===== src/rtl/pipe_pkg.sv =====
// Shared definitions for pipeline stage registers.
// The state encodings match the entry count, so a stage can report its occupancy directly.
package pipe_pkg;

    localparam int unsigned STATE_W = 2;

    typedef logic [STATE_W-1:0] pipe_state_t;

    localparam pipe_state_t ST_EMPTY = 2'd0;
    localparam pipe_state_t ST_ONE   = 2'd1;
    localparam pipe_state_t ST_TWO   = 2'd2;

    function automatic logic [1:0] occupancy_of(input pipe_state_t st);
        return st;
    endfunction

endpackage


===== src/rtl/pipe_slot.sv =====
// One payload register with a load enable.
// Reset and clear both return it to the BUBBLE value.
module pipe_slot #(
    parameter int unsigned        DATA_W = 32,
    parameter logic [DATA_W-1:0]  BUBBLE = '0
) (
    input  logic              clk_i,
    input  logic              rst_i,
    input  logic              clr_i,
    input  logic              load_i,
    input  logic [DATA_W-1:0] d_i,
    output logic [DATA_W-1:0] q_o
);

    logic [DATA_W-1:0] data_d, data_q;

    // Clear wins over load.
    always_comb begin
        data_d = data_q;
        if (clr_i) begin
            data_d = BUBBLE;
        end else if (load_i) begin
            data_d = d_i;
        end
    end

    always_ff @(posedge clk_i) begin
        if (rst_i) begin
            data_q <= BUBBLE;
        end else begin
            data_q <= data_d;
        end
    end

    assign q_o = data_q;

endmodule


===== src/rtl/pipe_stage_reg.sv =====
// Valid/ready pipeline stage register with flush.
// SKID=1 gives two entries and a registered IN_READY; SKID=0 gives one entry and a combinational IN_READY.
module pipe_stage_reg
    import pipe_pkg::*;
#(
    parameter int unsigned        DATA_W = 32,
    parameter logic [DATA_W-1:0]  BUBBLE = '0,
    parameter int unsigned        SKID   = 1
) (
    input  logic              CLK,
    input  logic              RESET,
    input  logic              FLUSH,
    input  logic              IN_VALID,
    output logic              IN_READY,
    input  logic [DATA_W-1:0] IN_DATA,
    output logic              OUT_VALID,
    input  logic              OUT_READY,
    output logic [DATA_W-1:0] OUT_DATA,
    output logic [1:0]        OCCUPANCY
);

    pipe_state_t       state_d, state_q;
    logic              in_ready_d, in_ready_q;
    logic              in_fire, out_fire;
    logic              main_load, main_clr, skid_load, skid_clr;
    logic [DATA_W-1:0] main_din, main_q, skid_q;

    assign OUT_VALID = (state_q != ST_EMPTY);
    assign out_fire  = OUT_VALID && OUT_READY;
    assign IN_READY  = (SKID != 0) ? in_ready_q : (!OUT_VALID || OUT_READY);
    assign in_fire   = IN_VALID && IN_READY;

    always_comb begin
        state_d   = state_q;
        main_load = 1'b0;
        main_clr  = 1'b0;
        main_din  = IN_DATA;
        skid_load = 1'b0;
        skid_clr  = 1'b0;
        if (FLUSH) begin
            state_d  = ST_EMPTY;
            main_clr = 1'b1;
            skid_clr = 1'b1;
        end else begin
            case (state_q)
                ST_EMPTY: begin
                    if (in_fire) begin
                        state_d   = ST_ONE;
                        main_load = 1'b1;
                    end
                end
                ST_ONE: begin
                    // With SKID=0 an input fire here always coincides with an output fire.
                    if (in_fire && out_fire) begin
                        main_load = 1'b1;
                    end else if (in_fire) begin
                        state_d   = ST_TWO;
                        skid_load = 1'b1;
                    end else if (out_fire) begin
                        state_d  = ST_EMPTY;
                        main_clr = 1'b1;
                    end
                end
                ST_TWO: begin
                    if (out_fire) begin
                        state_d   = ST_ONE;
                        main_load = 1'b1;
                        main_din  = skid_q;
                        skid_clr  = 1'b1;
                    end
                end
                default: begin
                    state_d  = ST_EMPTY;
                    main_clr = 1'b1;
                    skid_clr = 1'b1;
                end
            endcase
        end
    end

    assign in_ready_d = (state_d != ST_TWO);

    always_ff @(posedge CLK) begin
        if (RESET) begin
            state_q    <= ST_EMPTY;
            in_ready_q <= 1'b1;
        end else begin
            state_q    <= state_d;
            in_ready_q <= in_ready_d;
        end
    end

    pipe_slot #(
        .DATA_W (DATA_W),
        .BUBBLE (BUBBLE)
    ) u_main (
        .clk_i  (CLK),
        .rst_i  (RESET),
        .clr_i  (main_clr),
        .load_i (main_load),
        .d_i    (main_din),
        .q_o    (main_q)
    );

    pipe_slot #(
        .DATA_W (DATA_W),
        .BUBBLE (BUBBLE)
    ) u_skid (
        .clk_i  (CLK),
        .rst_i  (RESET),
        .clr_i  (skid_clr),
        .load_i (skid_load),
        .d_i    (IN_DATA),
        .q_o    (skid_q)
    );

    assign OUT_DATA  = main_q;
    assign OCCUPANCY = occupancy_of(state_q);

endmodule


===== config.mk =====
export PLATFORM = sky130hd
export DESIGN_NAME = pipe_stage_reg
export DESIGN_NICKNAME = d
export VERILOG_FILES = /design/src/rtl/pipe_pkg.sv /design/src/rtl/pipe_slot.sv /design/src/rtl/pipe_stage_reg.sv
export SDC_FILE = /design/constraint.sdc
export NUM_CORES = 1
export LEC_CHECK = 0
export BUFFER_PORTS_ARGS = -buffer_cell sky130_fd_sc_hd__buf_2
export CAP_MARGIN = 20
export CORE_MARGIN = 2
export CORE_UTILIZATION = 50
export DETAILED_ROUTE_END_ITERATION = 10
export PLACE_DENSITY = 0.76
export REMOVE_ABC_BUFFERS = 1
export SKIP_LAST_GASP = 1
export SLEW_MARGIN = 0
export SYNTH_ARGS = -nofsm -noshare
export SYNTH_HDL_FRONTEND = slang
export SYNTH_SLANG_ARGS = --single-unit

===== constraint.sdc =====
create_clock -name CLK -period 1.7 [get_ports CLK]
set_input_delay 0.17 -clock CLK [delete_from_list [all_inputs] [get_ports CLK]]
set_output_delay 0.17 -clock CLK [all_outputs]
set_load 0.005 [all_outputs]

==> impl_metrics.toml <==
[status]
status = "complete, no violations"

[power_and_ir_drop]
vdd_drop_max_uv = 530
p_leak_nw = 1.28
power_density_nw_per_um2 = 880

[placement]
place.gp.congestion = 0.770
portBuffers = 72
placed_area_um2 = 3340
post-dp-hpwl_mm = 4.27

[logic_synthesis]
synth-seq-cells = 67
yosysWarnings = 0
synth_edf_count = 0
synth.avg_cell_area_um2 = 9.46
yosysTopAreaCell = "dfxtp_1"
synthCells = 309
netlist_top_cells_area = "dfxtp_1 (46%), a211oi_2 (12%), mux2i_1 (11%)"
syn_area_um2 = 2920
synth_top_area_share_pct = 45.9
synth_ff_type = "dfxtp_1"
seq_area_frac_synth_pct = 45.9
netlist-cell-type-count = 25
async_flop_share_pct = 0

[drt]
vias = 2381
wire_per_inst_um = 13.8
vias_per_cell = 5.26
antenna_left = 0
drc_errors = 0
dr.first_iter.drc_count = 120
wirelength_mm = 6.24
firstDrtPassIters = 4

[global_route]
antenna_found_initial = 0
globalRoute.totalOverflow = 0
grt_start_max_net_pins = 49
grt_pass1_wl_mm = 10.5
grt_usage_pct = 20.9
grt_pass1_vias = 2261

[cells_and_area]
antenna_cells = 0
layout.nets = 414
final_cell_area_um2 = 3510
syn_to_final_growth_pct = 20.0
drive_gt1_share_pct = 35.2
fin_util_pct = 62.9

[sta]
worst_pin_slew_ns = 0.313
slew_headroom_pct = 79.1
finalCriticalPeriod_ns = 1.53
whs_ns = 0.0874
grt_setup_unrepaired = "false"
setup_viol = 0
hold_viol_final = 0
finClkSkew_ns = 0.00492
drv_slew = 0
post-route-period-util_pct = 89.9
fmax_ghz = 0.654

[worst_setup_path]
cp.required_ns = 1.95
critPathTopFamily = "compound AO/OA/AOI/OAI gates"
cp-end-kind = "flop"
crit_chain = "nand4bb_4, a31oi_4, buf_12, nor2_1, a211oi_1"
worst-setup-path-type = "flop to flop"
cp_slowest_cell = "dfxtp_1"
crit_path_max_fanout = 48
start_kind = "flop"
critPathBufInv = 1
worstPathArrival_ns = 1.78
slowest_delay_ns = 0.40

[floorplan]
dieArea_um2 = 6470
core-area_um2 = 5570
fp.dieW_um = 80.5
rows = 27
ioPinCount = 73
start_util_pct = 52.4
die_h_um = 80.5

[clock_tree]
htreeDepth = 3
cts_max_path_buffers = 2
worstSkewPairLatency_ns = 0.33
clkSinkCount = 67
cts_buffers = 9
clockRootBuffer = "clkbuf_8"
cts.reportedPaths.clkPinSlew_ns = 0.07
cts_tree = "done"
ctsHoldBuffers = 0

[flow_run]
cap_violations = 0

[hold_path]
worst_hold_path_type = "input pin to flop"
-- cells in the final DEF, fill, tap and decap left out --
| cell type | n |
|---|---|
| and4bb_2 | 1 |
| a31o_2 | 1 |
| nand3_1 | 1 |
| nor2_1 | 35 |
| a21oi_1 | 33 |
| nand3b_1 | 1 |
| nand2_1 | 68 |
| clkinv_2 | 3 |
| mux2i_1 | 33 |
| nand4bb_4 | 1 |
| buf_4 | 7 |
| dfxtp_2 | 1 |
| buf_2 | 72 |
| nand4b_1 | 1 |
| or2_2 | 1 |
| nor4b_2 | 1 |
| clkbuf_8 | 10 |
| xor2_1 | 1 |
| buf_12 | 4 |
| nor3_1 | 1 |
| a211oi_1 | 4 |
| a31oi_4 | 1 |
| clkinvlp_4 | 2 |
| or3_1 | 1 |
| nor2b_1 | 1 |
| dfxtp_1 | 66 |
| a211oi_2 | 28 |
| o21ai_0 | 1 |
| nor2b_2 | 1 |
-- cell type report --
cell class / instances / area [µm²]
Timing Repair Buffer: 83 / 493
Fill cell: 479 / 2070
Multi-Input combinational cell: 216 / 1420
Clock buffer: 10 / 138
Clock inverter: 5 / 30.0
Sequential cell: 67 / 1340
Tap cell: 72 / 90.1
-- per-stage QoR --
stage          setup TNS [ns]  setup slack, ns  power [W]  instances
5_1_grt                     0           0.0393    0.00322        453
4_1_cts                     0            0.102    0.00312        453
3_3_place_gp                0            0.190    0.00198        438
3_5_place_dp                0            0.131    0.00199        438
2_1_floorplan          -32.92           -0.602    0.00184        283
6_report                    0            0.172    0.00309        453
-- power by group --
group	switching (W)	internal, W	total [W]
sequential	0.0000205	0.00160	0.00162
combinational	0.000189	0.000137	0.000326
clock	0.000584	0.000552	0.00114
-- final timing paths --
path,start,endpoint,slack (ns),cells past startpoint
max reg2reg,OCCUPANCY[0],u_main.q_o[1],0.17,5
min,IN_DATA[26],u_skid.q_o[26],0.09,3
min reg2reg,u_skid.q_o[13],u_skid.q_o[13],0.46,2
max,OCCUPANCY[0],u_main.q_o[1],0.17,5
-- routing by layer --
layer	track usage, %	share of wire (%)
met2	33.6	46
met4	7.12	1.1
met3	5.06	4.9
met5	0	0
met1	27.4	48
-- worst min-delay path: stages --
cell and delay (ns):
buf_2 0.10, nand2_1 0.05, a21oi_1 0.05
-- Yosys cell counts (2+ instances only) --
library cell / n
buf_4: 10
nand2_1: 68
dfxtp_1: 67
nor2_1: 35
a211oi_1: 4
a21oi_1: 33
buf_6: 4
mux2i_1: 33
clkbuf_1: 9
nor2b_1: 2
a211oi_2: 28
buf_2: 3
-- flip-flops by register name (all words and copies together), names as in the netlist --
name / count
IN_READY: 1
OCCUPANCY: 2
u_main.q_o: 32
u_skid.q_o: 32
-- cells by family (layout without fill, tap and decap cells) --
kind of cell,Yosys count,count (layout),share of synthesized area (%)
AOI/OAI and AO/OA,68,68,19.9
and+or+nand+nor,114,114,16.9
buffers and inverters,26,98,5.78
muxes,33,33,11.3
xor gates and xnor gates,1,1,0.300
DFF,67,67,45.9
-- what timing repair did --
item,4_1_cts,5_1_grt
endpoints found under the setup margin,0,14
resized for setup,0,1
endpoints found under the hold margin,0,0
setup buffers,0,0
No activity file was read; power rests on OpenSTA's default activity.
